## src/rtl/risc_v_pkg.sv

```systemverilog
// risc_v_pkg
// Shared RV32I encoding constants used by the instruction encoder and the
// control decoder: the request class enumeration, the seven major opcodes
// and the funct3 values that are fixed by the class rather than supplied by
// the requester.
package risc_v_pkg;

  typedef enum logic [2:0] {
    CLS_R    = 3'd0,
    CLS_I    = 3'd1,
    CLS_LW   = 3'd2,
    CLS_JALR = 3'd3,
    CLS_B    = 3'd4,
    CLS_JAL  = 3'd5,
    CLS_SW   = 3'd6,
    CLS_ILL  = 3'd7
  } instr_cls_e;

  localparam logic [6:0] OP_R    = 7'b0110011;
  localparam logic [6:0] OP_I    = 7'b0010011;
  localparam logic [6:0] OP_LW   = 7'b0000011;
  localparam logic [6:0] OP_JALR = 7'b1100111;
  localparam logic [6:0] OP_B    = 7'b1100011;
  localparam logic [6:0] OP_JAL  = 7'b1101111;
  localparam logic [6:0] OP_SW   = 7'b0100011;

  localparam logic [2:0] F3_LW   = 3'b010;
  localparam logic [2:0] F3_SW   = 3'b010;
  localparam logic [2:0] F3_JALR = 3'b000;

endpackage

```

## src/rtl/instr_format_pack.sv

```systemverilog
// instr_format_pack
// Combinational packer: turns a decoded request (class, register fields,
// funct3/funct7 and a 21-bit immediate) into a 32-bit RV32I word.
// Ports:
//   cls     in   instruction class
//   rd/rs1/rs2 in 5-bit register fields
//   funct3  in   used for R, I and B only
//   funct7  in   used for R only
//   imm     in   21-bit immediate; bits beyond each format are dropped
//   word    out  encoded instruction (0 for the illegal class)
module instr_format_pack
  import risc_v_pkg::*;
(
  input  instr_cls_e  cls,
  input  logic [4:0]  rd,
  input  logic [4:0]  rs1,
  input  logic [4:0]  rs2,
  input  logic [2:0]  funct3,
  input  logic [6:0]  funct7,
  input  logic [20:0] imm,
  output logic [31:0] word
);

  always_comb begin
    word = 32'h0;
    case (cls)
      CLS_R:    word = {funct7, rs2, rs1, funct3, rd, OP_R};
      CLS_I:    word = {imm[11:0], rs1, funct3, rd, OP_I};
      CLS_LW:   word = {imm[11:0], rs1, F3_LW, rd, OP_LW};
      CLS_JALR: word = {imm[11:0], rs1, F3_JALR, rd, OP_JALR};
      CLS_SW:   word = {imm[11:5], rs2, rs1, F3_SW, imm[4:0], OP_SW};
      // Branch/jump offsets are halfword aligned, so imm[0] never appears.
      CLS_B:    word = {imm[12], imm[10:5], rs2, rs1, funct3, imm[4:1], imm[11], OP_B};
      CLS_JAL:  word = {imm[20], imm[10:1], imm[11], imm[19:12], rd, OP_JAL};
      default:  word = 32'h0;
    endcase
  end

endmodule

```

## src/rtl/instr_encoder.sv

```systemverilog
// instr_encoder
// Accepts encode requests, packs them into RV32I words and writes them to
// consecutive instruction-memory addresses (wrapping modulo DEPTH). One word
// per three cycles: IDLE (accept) -> PACK (register word) -> WRITE (strobe).
// Optional feature macro: INSTR_ENC_IMM_CHK_EN rejects requests whose
// immediate does not fit the signed (and, for B/JAL, even) range of the format.
// Ports:
//   clk, rst_n          clock, synchronous active-low reset
//   req_valid/req_ready request handshake
//   req_cls, req_rd, req_rs1, req_rs2, req_funct3, req_funct7, req_imm  fields
//   clear               zero pointer/count, abort any in-flight word
//   imem_we/addr/wdata  instruction-memory write port
//   count, full         words written since reset/clear, count==DEPTH
//   err                 one-cycle pulse after a rejected request
module instr_encoder
  import risc_v_pkg::*;
#(
  parameter int DEPTH  = 256,
  parameter int ADDR_W = $clog2(DEPTH)
) (
  input  logic              clk,
  input  logic              rst_n,
  input  logic              req_valid,
  output logic              req_ready,
  input  logic [2:0]        req_cls,
  input  logic [4:0]        req_rd,
  input  logic [4:0]        req_rs1,
  input  logic [4:0]        req_rs2,
  input  logic [2:0]        req_funct3,
  input  logic [6:0]        req_funct7,
  input  logic [20:0]       req_imm,
  input  logic              clear,
  output logic              imem_we,
  output logic [ADDR_W-1:0] imem_addr,
  output logic [31:0]       imem_wdata,
  output logic [ADDR_W:0]   count,
  output logic              full,
  output logic              err
);

  typedef enum logic [1:0] {S_IDLE, S_PACK, S_WRITE} state_e;

  localparam logic [ADDR_W:0] DEPTH_W = (ADDR_W + 1)'(DEPTH);

  state_e            state_q, state_d;
  instr_cls_e        cls_q, cls_d;
  logic [4:0]        rd_q, rd_d, rs1_q, rs1_d, rs2_q, rs2_d;
  logic [2:0]        f3_q, f3_d;
  logic [6:0]        f7_q, f7_d;
  logic [20:0]       imm_q, imm_d;
  logic [ADDR_W-1:0] ptr_q, ptr_d, addr_q, addr_d;
  logic [ADDR_W:0]   count_q, count_d;
  logic [31:0]       wdata_q, wdata_d;
  logic              we_q, we_d, err_q, err_d;
  logic              accept, reject, imm_ok;
  logic [31:0]       packed_word;

  instr_format_pack u_pack (
    .cls    (cls_q),
    .rd     (rd_q),
    .rs1    (rs1_q),
    .rs2    (rs2_q),
    .funct3 (f3_q),
    .funct7 (f7_q),
    .imm    (imm_q),
    .word   (packed_word)
  );

`ifdef INSTR_ENC_IMM_CHK_EN
  // Signed fit test: all bits from the format's sign bit upward must agree.
  always_comb begin
    imm_ok = 1'b1;
    case (instr_cls_e'(req_cls))
      CLS_I, CLS_LW, CLS_JALR, CLS_SW:
        imm_ok = (&req_imm[20:11]) | ~(|req_imm[20:11]);
      CLS_B:
        imm_ok = ((&req_imm[20:12]) | ~(|req_imm[20:12])) & ~req_imm[0];
      CLS_JAL:
        imm_ok = ~req_imm[0];
      default:
        imm_ok = 1'b1;
    endcase
  end
`else
  assign imm_ok = 1'b1;
`endif

  assign full      = (count_q == DEPTH_W);
  assign req_ready = (state_q == S_IDLE) && !full;
  // clear wins over a simultaneous request.
  assign accept    = req_valid && req_ready && !clear;
  assign reject    = accept && ((instr_cls_e'(req_cls) == CLS_ILL) || !imm_ok);

  always_comb begin
    state_d = state_q;
    cls_d   = cls_q;
    rd_d    = rd_q;
    rs1_d   = rs1_q;
    rs2_d   = rs2_q;
    f3_d    = f3_q;
    f7_d    = f7_q;
    imm_d   = imm_q;
    ptr_d   = ptr_q;
    addr_d  = addr_q;
    count_d = count_q;
    wdata_d = wdata_q;
    we_d    = 1'b0;
    err_d   = 1'b0;
    case (state_q)
      S_IDLE: begin
        if (accept) begin
          cls_d = instr_cls_e'(req_cls);
          rd_d  = req_rd;
          rs1_d = req_rs1;
          rs2_d = req_rs2;
          f3_d  = req_funct3;
          f7_d  = req_funct7;
          imm_d = req_imm;
          err_d = reject;
          if (!reject) state_d = S_PACK;
        end
      end
      S_PACK: begin
        wdata_d = packed_word;
        addr_d  = ptr_q;
        we_d    = 1'b1;
        state_d = S_WRITE;
      end
      S_WRITE: begin
        ptr_d   = ptr_q + 1'b1;
        count_d = count_q + 1'b1;
        state_d = S_IDLE;
      end
      default: state_d = S_IDLE;
    endcase
    if (clear) begin
      state_d = S_IDLE;
      ptr_d   = '0;
      count_d = '0;
      we_d    = 1'b0;
    end
  end

  always_ff @(posedge clk) begin
    if (!rst_n) begin
      state_q <= S_IDLE;
      cls_q   <= CLS_R;
      rd_q    <= '0;
      rs1_q   <= '0;
      rs2_q   <= '0;
      f3_q    <= '0;
      f7_q    <= '0;
      imm_q   <= '0;
      ptr_q   <= '0;
      addr_q  <= '0;
      count_q <= '0;
      wdata_q <= '0;
      we_q    <= 1'b0;
      err_q   <= 1'b0;
    end else begin
      state_q <= state_d;
      cls_q   <= cls_d;
      rd_q    <= rd_d;
      rs1_q   <= rs1_d;
      rs2_q   <= rs2_d;
      f3_q    <= f3_d;
      f7_q    <= f7_d;
      imm_q   <= imm_d;
      ptr_q   <= ptr_d;
      addr_q  <= addr_d;
      count_q <= count_d;
      wdata_q <= wdata_d;
      we_q    <= we_d;
      err_q   <= err_d;
    end
  end

  // A clear landing in the WRITE cycle drops the word already on the bus.
  assign imem_we    = we_q && !clear;
  assign imem_addr  = addr_q;
  assign imem_wdata = wdata_q;
  assign count      = count_q;
  assign err        = err_q;

endmodule

```

## config.mk

```make
export PLATFORM = sky130hd
export DESIGN_NAME = instr_encoder
export DESIGN_NICKNAME = d
export VERILOG_FILES = /design/src/rtl/risc_v_pkg.sv /design/src/rtl/instr_format_pack.sv /design/src/rtl/instr_encoder.sv
export SDC_FILE = /design/constraint.sdc
export NUM_CORES = 1
export LEC_CHECK = 0
export ABC_AREA = 1
export CAP_MARGIN = 10
export CORE_UTILIZATION = 46
export CTS_CLUSTER_SIZE = 20
export DETAILED_ROUTE_END_ITERATION = 10
export GPL_TIMING_DRIVEN = 0
export PLACE_DENSITY_LB_ADDON = 0.15
export REMOVE_ABC_BUFFERS = 1
export SYNTH_ARGS = -nofsm -noshare
export SYNTH_HDL_FRONTEND = slang
export SYNTH_SLANG_ARGS = --single-unit
```

## constraint.sdc

```tcl
create_clock -name clk -period 1.6 [get_ports clk]
set_clock_uncertainty 0.2 [all_clocks]
set_input_delay 0.32 -clock clk [delete_from_list [all_inputs] [get_ports clk]]
set_output_delay 0.32 -clock clk [all_outputs]
set_load 0.02 [all_outputs]
```

## After elaboration in Yosys (flattened, before gate mapping)

Cells that the tools add are included.

- Bitwise gates (word level): 1
- $add $sub $neg: 2
- Reductions and logical operators: 13
- Mux-type cells: 5
- Equality and inequality tests: 12

Operators by type and width:

| cell | number |
|---|---|
| $pmux W32 S7 | 1 |
| $eq A3 B3 Y1 const B | 4 |
| $add A9 B1 Y9 const B | 1 |
| $eq A9 B9 Y1 const B | 1 |
| $add A8 B1 Y8 const B | 1 |
| $eq A3 B2 Y1 const B | 2 |
| $logic_and A1 B1 Y1 | 5 |
| $mux W2 | 2 |
| $ne A2 B2 Y1 const B | 2 |
| $pmux W2 S2 | 1 |
| $reduce_and A2 Y1 | 2 |
| $eq A3 B1 Y1 const B | 1 |
| $logic_not A3 Y1 | 1 |
| $reduce_and A3 Y1 | 1 |
| $eq A2 B1 Y1 const B | 1 |
| $eq A2 B2 Y1 const B | 1 |
| $logic_not A1 Y1 | 2 |
| $logic_not A2 Y1 | 1 |
| $reduce_or A2 Y1 | 1 |
| $mux W1 | 1 |
| $not A1 Y1 | 1 |

- Output and inout port bits: 53
- Input port bits: 53
- Flip-flop bits (word level): 110
- Logic and storage cells: 47

## Depth between registers and ports, before layout

Gate-level depths: netlist of the first run.

- Word-level depth: 9
- Mapped depth: 11
- Depth with buffers taken out: 9

## Cells and area by module

From an unflattened synthesis of the first run, not the netlist that was laid out.

- Cells, all modules: 896
- Area total of the unflattened synthesis: 5597.9 sq um

Modules (own cells, without submodules):

| module | seq. area each (sq um) | instances | cells an instance | area each (sq um) |
|---|---|---|---|---|
| instr_encoder | 2202.1 | 1 | 743 | 4888.4 |
| instr_format_pack | 0.0 | 1 | 153 | 709.4 |

## Worst setup path before layout of the first run

No wires, ideal clock.

- Path kind: reg2out
- Start: reg count_q[0] (netlist: count[0])
- End: out req_ready
- Path slack: -0.418 ns
- Path buffers: 0
- Stages on the path, launching flop included: 8
- Arrival time: 1.498 ns
- Data required time: 1.080 ns
- Path through: dfxtp_1 -> inv_1 -> ha_1 -> nand2_1 -> nor2_1 -> nand2_1 -> inv_1 -> nor3_1

- Cells in the longest elaborated chain, start to end: 3

Ends and longest elaborated chain:

| item | line | source |
|---|---|---|
| start: declaration | instr_encoder.sv:52 | `logic [ADDR_W:0] count_q, count_d;` |
| start signal: assignment | instr_encoder.sv:171 | `count_q <= count_d;` |
| $eq A9 B9 Y1 | instr_encoder.sv:88 | `assign full = (count_q == DEPTH_W);` |
| net full | instr_encoder.sv:37 | `output logic full,` |
| $logic_not A1 Y1 | instr_encoder.sv:89 | `assign req_ready = (state_q == S_IDLE) && !full;` |
| $logic_and A1 B1 Y1 | instr_encoder.sv:89 |  |
| end: declaration | instr_encoder.sv:24 | `output logic req_ready,` |

The timed path passes the listed nets, and every way through them passes these cells.

## Worst setup path after layout of the first run

- Start: reg count_q[1] (netlist: count[1])
- End: out req_ready

- Cells in the longest elaborated chain, start to end: 3

Ends and longest elaborated chain:

| item | line |
|---|---|
| $eq A9 B9 Y1 | instr_encoder.sv:88 |
| $logic_not A1 Y1 | instr_encoder.sv:89 |
| $logic_and A1 B1 Y1 | instr_encoder.sv:89 |

Every way passes these cells.

==> impl_metrics.csv, run 1 <==
group,metric,value,unit
route,wl,15520,um
placed_design,dp_hpwl,7467,um
floorplanning,start_util,48.09,%
synth,ys_seq_area_share,45.79,%
clock_network,cts_max_path_buffers,2,
timing,fin_crit,1.940,ns
run,cap_violations,0,
clock_network,cts_tree,"done",
timing,relSlewSlack,69.59,%
route,first_pass_iters,5,
floorplanning,fp.dieH,103.8,um
synth,yosysUniqueCellTypes,27,
clock_network,cts_hold_buf,0,
global_routing,grt_overflow,0,
critical_path,cp-start-kind,"flop",
layout,utilization,72.56,%
timing,hold_ws,0.04543,ns
timing,fmax,515.5,MHz
layout,drive_above_1_share,23.89,%
global_routing,grt_max_degree,36,
clock_network,cts_sinks,109,
status,status,"finished, violations left",
clock_network,cts_buffers,9,
synth,avgSynthCellArea,6.684,sq um
synth,yosys_warnings,0,
layout,syn_to_final_growth,50.88,%
global_routing,track_usage,27.93,%
timing,finalCritPeriodShare,121.2,%
clock_network,clk_pin_slew,0.10,ns
synth,ys_ff_latch,109,
floorplanning,dieArea,10770,sq um
timing,setup_violations,54,
worst_hold_path,min_path_type,"in2reg",
critical_path,crit_fanout,2,
timing,drv_slew,0,
placed_design,port_buffers,105,
critical_path,slowest_delay,0.35,ns
route,num_vias,5037,
critical_path,path_delay_family,"flip-flops",
global_routing,first_global_vias,4903,
global_routing,grt_pass1_wl,23820,um
layout,fillCellCount,775,
timing,hold_viol,0,
layout,nets,909,
route,drt_drc_violations_left,0,
timing,worst_slew_pin_slew,0.4556,ns
clock_network,clk_latency,0.38,ns
route,drtAntennaViolNets,0,
status,violations,"setup timing",
route,drtIter0Drc,253,
critical_path,worst-path-buf-inv,3,
critical_path,crit_type,"reg2out",
floorplanning,io_pins,106,
power_and_ir_drop,leakage,3.172,nW
route,wl_per_cell,15.66,um
power_and_ir_drop,p_per_area,815.5,nW/um^2
synth,syn_inst,713,
layout,num_antenna_cells,0,
placed_design,globalplace.congestion,0.7746,
critical_path,required,1.08,ns
critical_path,slowest_stage,"dfxtp_2",
critical_path,cp-end-kind,"output pin",
layout,multi_input_area,2514,sq um
floorplanning,die_x,103.8,um
clock_network,ctsRootBufferMaster,"clkbuf_8",
clock_network,htree_levels,3,
critical_path,cp_data_arrival_time,1.42,ns
floorplanning,rows,36,
timing,layout_setup_ws,-0.3398,ns
floorplanning,core,9910,sq um
timing,rsz0062_at_grt,"yes",
power_and_ir_drop,ir_worst_vdd,0.4555,mV
route,via_per_inst,5.083,
critical_path,crit_path_cell_trace,"inv_2, ha_4, nand2_2, nor2_2, nand2_2, inv_2, nor3_4, buf_6",
global_routing,antenna_found_initial,0,
layout,seqCellArea,2212,sq um
synth,synth_area,4766,sq um
==> path summary, 6_finish.rpt <==
kind | cells after the start | end | from | slack (ns)
hold / removal | 3 | imm_q[13] | rst_n | 0.05
setup / recovery | 8 | req_ready | count[1] | -0.34
setup reg to reg | 7 | imm_q[0] | state_q[0] | -0.30
hold reg to reg | 2 | imem_wdata[27] | imem_wdata[27] | 0.27
==> routing by layer <==
metal | track usage, % | part of all wire [%] | vias up
met3 | 3.965 | 7.0 | 36
met4 | 12.04 | 2.5 | 0
li1 | - | - | 2470
met5 | 0 | 0 | -
met2 | 50.24 | 51 | 222
met1 | 33.06 | 39 | 2309
==> state kept, by name, summed over array words and instances, names as in the netlist <==
| signal | cells |
|---|---|
| imem_wdata | 31 |
| imm_q | 21 |
| count | 9 |
| imem_addr | 8 |
| ptr_q | 8 |
| f7_q | 7 |
| rd_q | 5 |
| rs1_q | 5 |
| rs2_q | 5 |
| cls_q | 3 |
| f3_q | 3 |
| state_q | 2 |
| err | 1 |
| we_q | 1 |
==> cell usage after synthesis (all sizes together) <==
| cell | count | area (sq um) |
|---|---|---|
| xor2 | 1 | 8.760 |
| nor2 | 144 | 565.5 |
| and3 | 1 | 6.260 |
| clkbuf | 8 | 30.03 |
| ha | 3 | 37.54 |
| nor3 | 5 | 30.03 |
| o21ai | 26 | 130.1 |
| nand2 | 239 | 899.6 |
| o22ai | 6 | 37.54 |
| a21oi | 45 | 225.2 |
| buf | 26 | 181.4 |
| dfxtp | 109 | 2182 |
| nand4 | 3 | 18.77 |
| o211ai | 1 | 7.510 |
| o21a | 3 | 22.52 |
| nand3b | 2 | 15.01 |
| nand3 | 17 | 90.09 |
| inv | 74 | 277.8 |
==> tightest hold or removal path, cell delays in order <==
cell and delay, ns:
buf_12 0.14, nand2_2 0.08, nor2_2 0.03
==> kinds of logic (layout without fill, tap and decap cells) <==
group	Yosys count	in the layout	share of synthesized area, %
AND/OR/NAND/NOR	411	416	34.10
adder cells (fa/ha/maj)	3	3	0.7877
flip-flops	109	109	45.79
AO/OA/AOI/OAI	81	81	8.874
XOR/XNOR	1	1	0.1838
buffers and inverters	108	248	10.27
==> power breakdown <==
part / leakage, nW / total [mW] / switching [mW] / internal, mW
Sequential: 0.897 / 2.90 / 0.0736 / 2.83
Clock: 0.104 / 1.86 / 0.972 / 0.891
Combinational: 2.17 / 1.10 / 0.589 / 0.510
Total: 3.17 / 5.86 / 1.63 / 4.23
==> cell type report <==
type                       count  share of cell area [%]
multi-input combinational    501                   34.96
sequential                   109                   30.76
timing repair buffer         156                   24.62
inverter                      74                   4.124
tap                          133                   2.314
clock buffer                  11                   1.827
clock inverter                 5                   1.183
timing repair inverter         2                  0.2088
==> through the flow <==
stage | area, sq um | std cells | worst slack, ns | total power [mW] | setup TNS (ns)
floorplan | 4554 | 679 | -1.781 | 3.363 | -99.26
global placement | 5772 | 917 | -3.516 | 3.694 | -304.80
detailed placement | 5827 | 919 | -1.359 | 3.693 | -88.78
CTS | 6784 | 979 | -0.3679 | 5.734 | -12.82
global route | 7191 | 991 | -0.4059 | 6.090 | -13.55
finish | 7191 | 991 | -0.3398 | 5.864 | -10.13
==> timing repair <==
item | CTS | global route
resized for setup | 153 | 135
pin swaps | 6 | 6
cloned | 18 | 1
buffers inserted | 26 | 11
endpoints found under the setup margin | 162 | 117
==> placed cells by master, fill, tap and decap left out, drive strengths merged <==
cell type      Yosys  layout
o21ai             26      26
clkbuf             8      13
nand4              3       3
clkinv             0       2
o211ai             1       1
clkdlybuf4s50      0      50
and3               1       1
clkinvlp           0       6
o21a               3       3
a21oi             45      45
xor2               1       1
inv               74      71
nor2             144     147
nand3             17      19
o22ai              6       6
bufinv             0       2
dfxtp            109     109
nand2            239     239
nor3               5       5
buf               26      57
clkdlybuf4s15      0      33
nand3b             2       2
dlygate4sd2        0      14
ha                 3       3
No activity file was read; power rests on OpenSTA's default activity.
==> run 2: changes to the inputs <==
Settings changed: REMOVE_ABC_BUFFERS 1 to unset.
==> impl_metrics.csv, run 2 (same netlist as run 1, synthesis figures left out) <==
group,metric,value,unit
floorplanning,fp.dieH,103.8,um
route,drt_drc_violations_left,0,
run,cap_violations,0,
clock_network,cts_hold_buf,0,
timing,layout_setup_ws,-0.3559,ns
critical_path,cp-start-kind,"flop",
global_routing,grt_pass1_wl,21450,um
timing,fmax,511.3,MHz
timing,drv_slew,0,
timing,hold_ws,0.1101,ns
layout,syn_to_final_growth,42.03,%
global_routing,first_global_vias,4498,
floorplanning,die_x,103.8,um
power_and_ir_drop,combPwrFrac,17.3,%
floorplanning,io_pins,106,
layout,final_common_cell,"nand2_1",
global_routing,antenna_found_initial,0,
power_and_ir_drop,p_clk_share,31.0,%
route,drtAntennaViolNets,0,
route,first_pass_iters,5,
clock_network,cts_sinks,109,
route,wl,13250,um
clock_network,cts_max_path_buffers,2,
critical_path,crit_fanout,2,
clock_network,clk_latency,0.38,ns
power_and_ir_drop,p_int,4.030,mW
status,violations,"setup timing",
floorplanning,dieArea,10770,sq um
timing,worst_slew_pin_slew,0.5020,ns
global_routing,track_usage,24.86,%
clock_network,clk_pin_slew,0.11,ns
clock_network,cts_tree,"done",
placed_design,port_buffers,104,
power_and_ir_drop,ir_worst_vdd,0.5360,mV
global_routing,grt_max_degree,20,
power_and_ir_drop,leakage,3.096,nW
critical_path,cp-end-kind,"output pin",
route,num_vias,4833,
floorplanning,core,9910,sq um
worst_hold_path,min_path_type,"in2reg",
layout,nets,918,
timing,finalCritPeriodShare,122.2,%
layout,num_antenna_cells,0,
layout,largest_reg_flops,31,
power_and_ir_drop,p_per_area,828.1,nW/um^2
critical_path,required,1.08,ns
clock_network,htree_levels,3,
power_and_ir_drop,swShare,28.11,%
layout,drive_above_1_share,20.42,%
route,wl_per_cell,13.25,um
timing,setup_tns,-12.22,ns
route,drtIter0Drc,291,
placed_design,globalplace.congestion,0.8957,
critical_path,crit_type,"reg2out",
layout,final_cell_mix,"nand2_1 (228), nor2_1 (116), dfxtp_1 (95), inv_1 (64), clkdlybuf4s50_1 (50)",
synth,synth_nets,769,
floorplanning,rows,36,
power_and_ir_drop,total_power,5.606,mW
timing,rsz0062_at_grt,"yes",
route,via_per_inst,4.833,
global_routing,grt_overflow,0,
floorplanning,start_util,48.09,%
power_and_ir_drop,seqPwrFrac,51.7,%
power_and_ir_drop,p_switching,1.576,mW
critical_path,cp_data_arrival_time,1.44,ns
timing,hold_viol,0,
status,status,"finished, violations left",
timing,setup_violations,53,
clock_network,cts_buffers,9,
timing,fin_crit,1.956,ns
clock_network,ctsRootBufferMaster,"clkbuf_8",
timing,relSlewSlack,66.54,%
placed_design,dp_hpwl,9288,um
[run 2: final cells by class]
cell class                 count  area, sq um
timing repair buffer         138         1326
sequential                   109         2217
inverter                      74        290.3
fill                         854         3141
buffer                        34        279.0
clock buffer                   9        123.9
multi-input combinational    496         2287
clock inverter                 7        78.83
tap                          133        166.4
[run 2: what timing repair did]
action                     in CTS  in global routing
setup endpoints to repair     137                131
resized for setup             176                 76
gates cloned                    7                  0
pin swaps                       7                 12
buffers inserted               10                 19
[run 2: through the flow]
step                      std cells  instance area, sq um  utilization, %  worst slack (ns)
after detailed placement        950                  5997           60.52           -0.4978
after global routing           1000                  6769           68.31           -0.4411
after global placement          950                  5997           60.52           -0.4928
final                          1000                  6769           68.31           -0.3559
after floorplan                 713                  4790               -          0.002575
after CTS                       981                  6555           66.15           -0.3681
[run 2: critical path: stages (launching register included)]
cell	delay [ns]
dfxtp_4	0.37
inv_4	0.04
ha_4	0.15
nand2_2	0.05
nor2_1	0.03
nand2_1	0.08
inv_2	0.07
nor3_4	0.13
buf_6	0.14
[run 2: per-layer routing]
metal  vias up  GRT usage (%)  part of all wire (%)
li1       2485              -                     -
met1      2169          32.19                    45
met2       161          41.56                    48
met3        18          3.713                   5.2
met4         0          10.00                   1.8
met5         -              0                     0
[run 2: power groups by stage]
| stage | registers (mW) | logic [mW] | clock network [mW] |
|---|---|---|---|
| final | 2.90 | 0.971 | 1.74 |
| after global routing | 2.91 | 1.06 | 1.87 |
| after CTS | 2.90 | 0.887 | 1.76 |
| after detailed placement | 2.96 | 0.777 | 0 |
| after global placement | 2.96 | 0.762 | 0 |
| after floorplan | 2.97 | 0.435 | 0 |
[run 2: final timing paths]
check	startpoint	end	slack (ns)	cells past startpoint
max	count[0]	req_ready	-0.36	8
min	rst_n	imem_wdata[2]	0.11	3
max reg2reg	count[0]	imm_q[0]	-0.29	13
min reg2reg	imem_wdata[16]	imem_wdata[16]	0.27	2
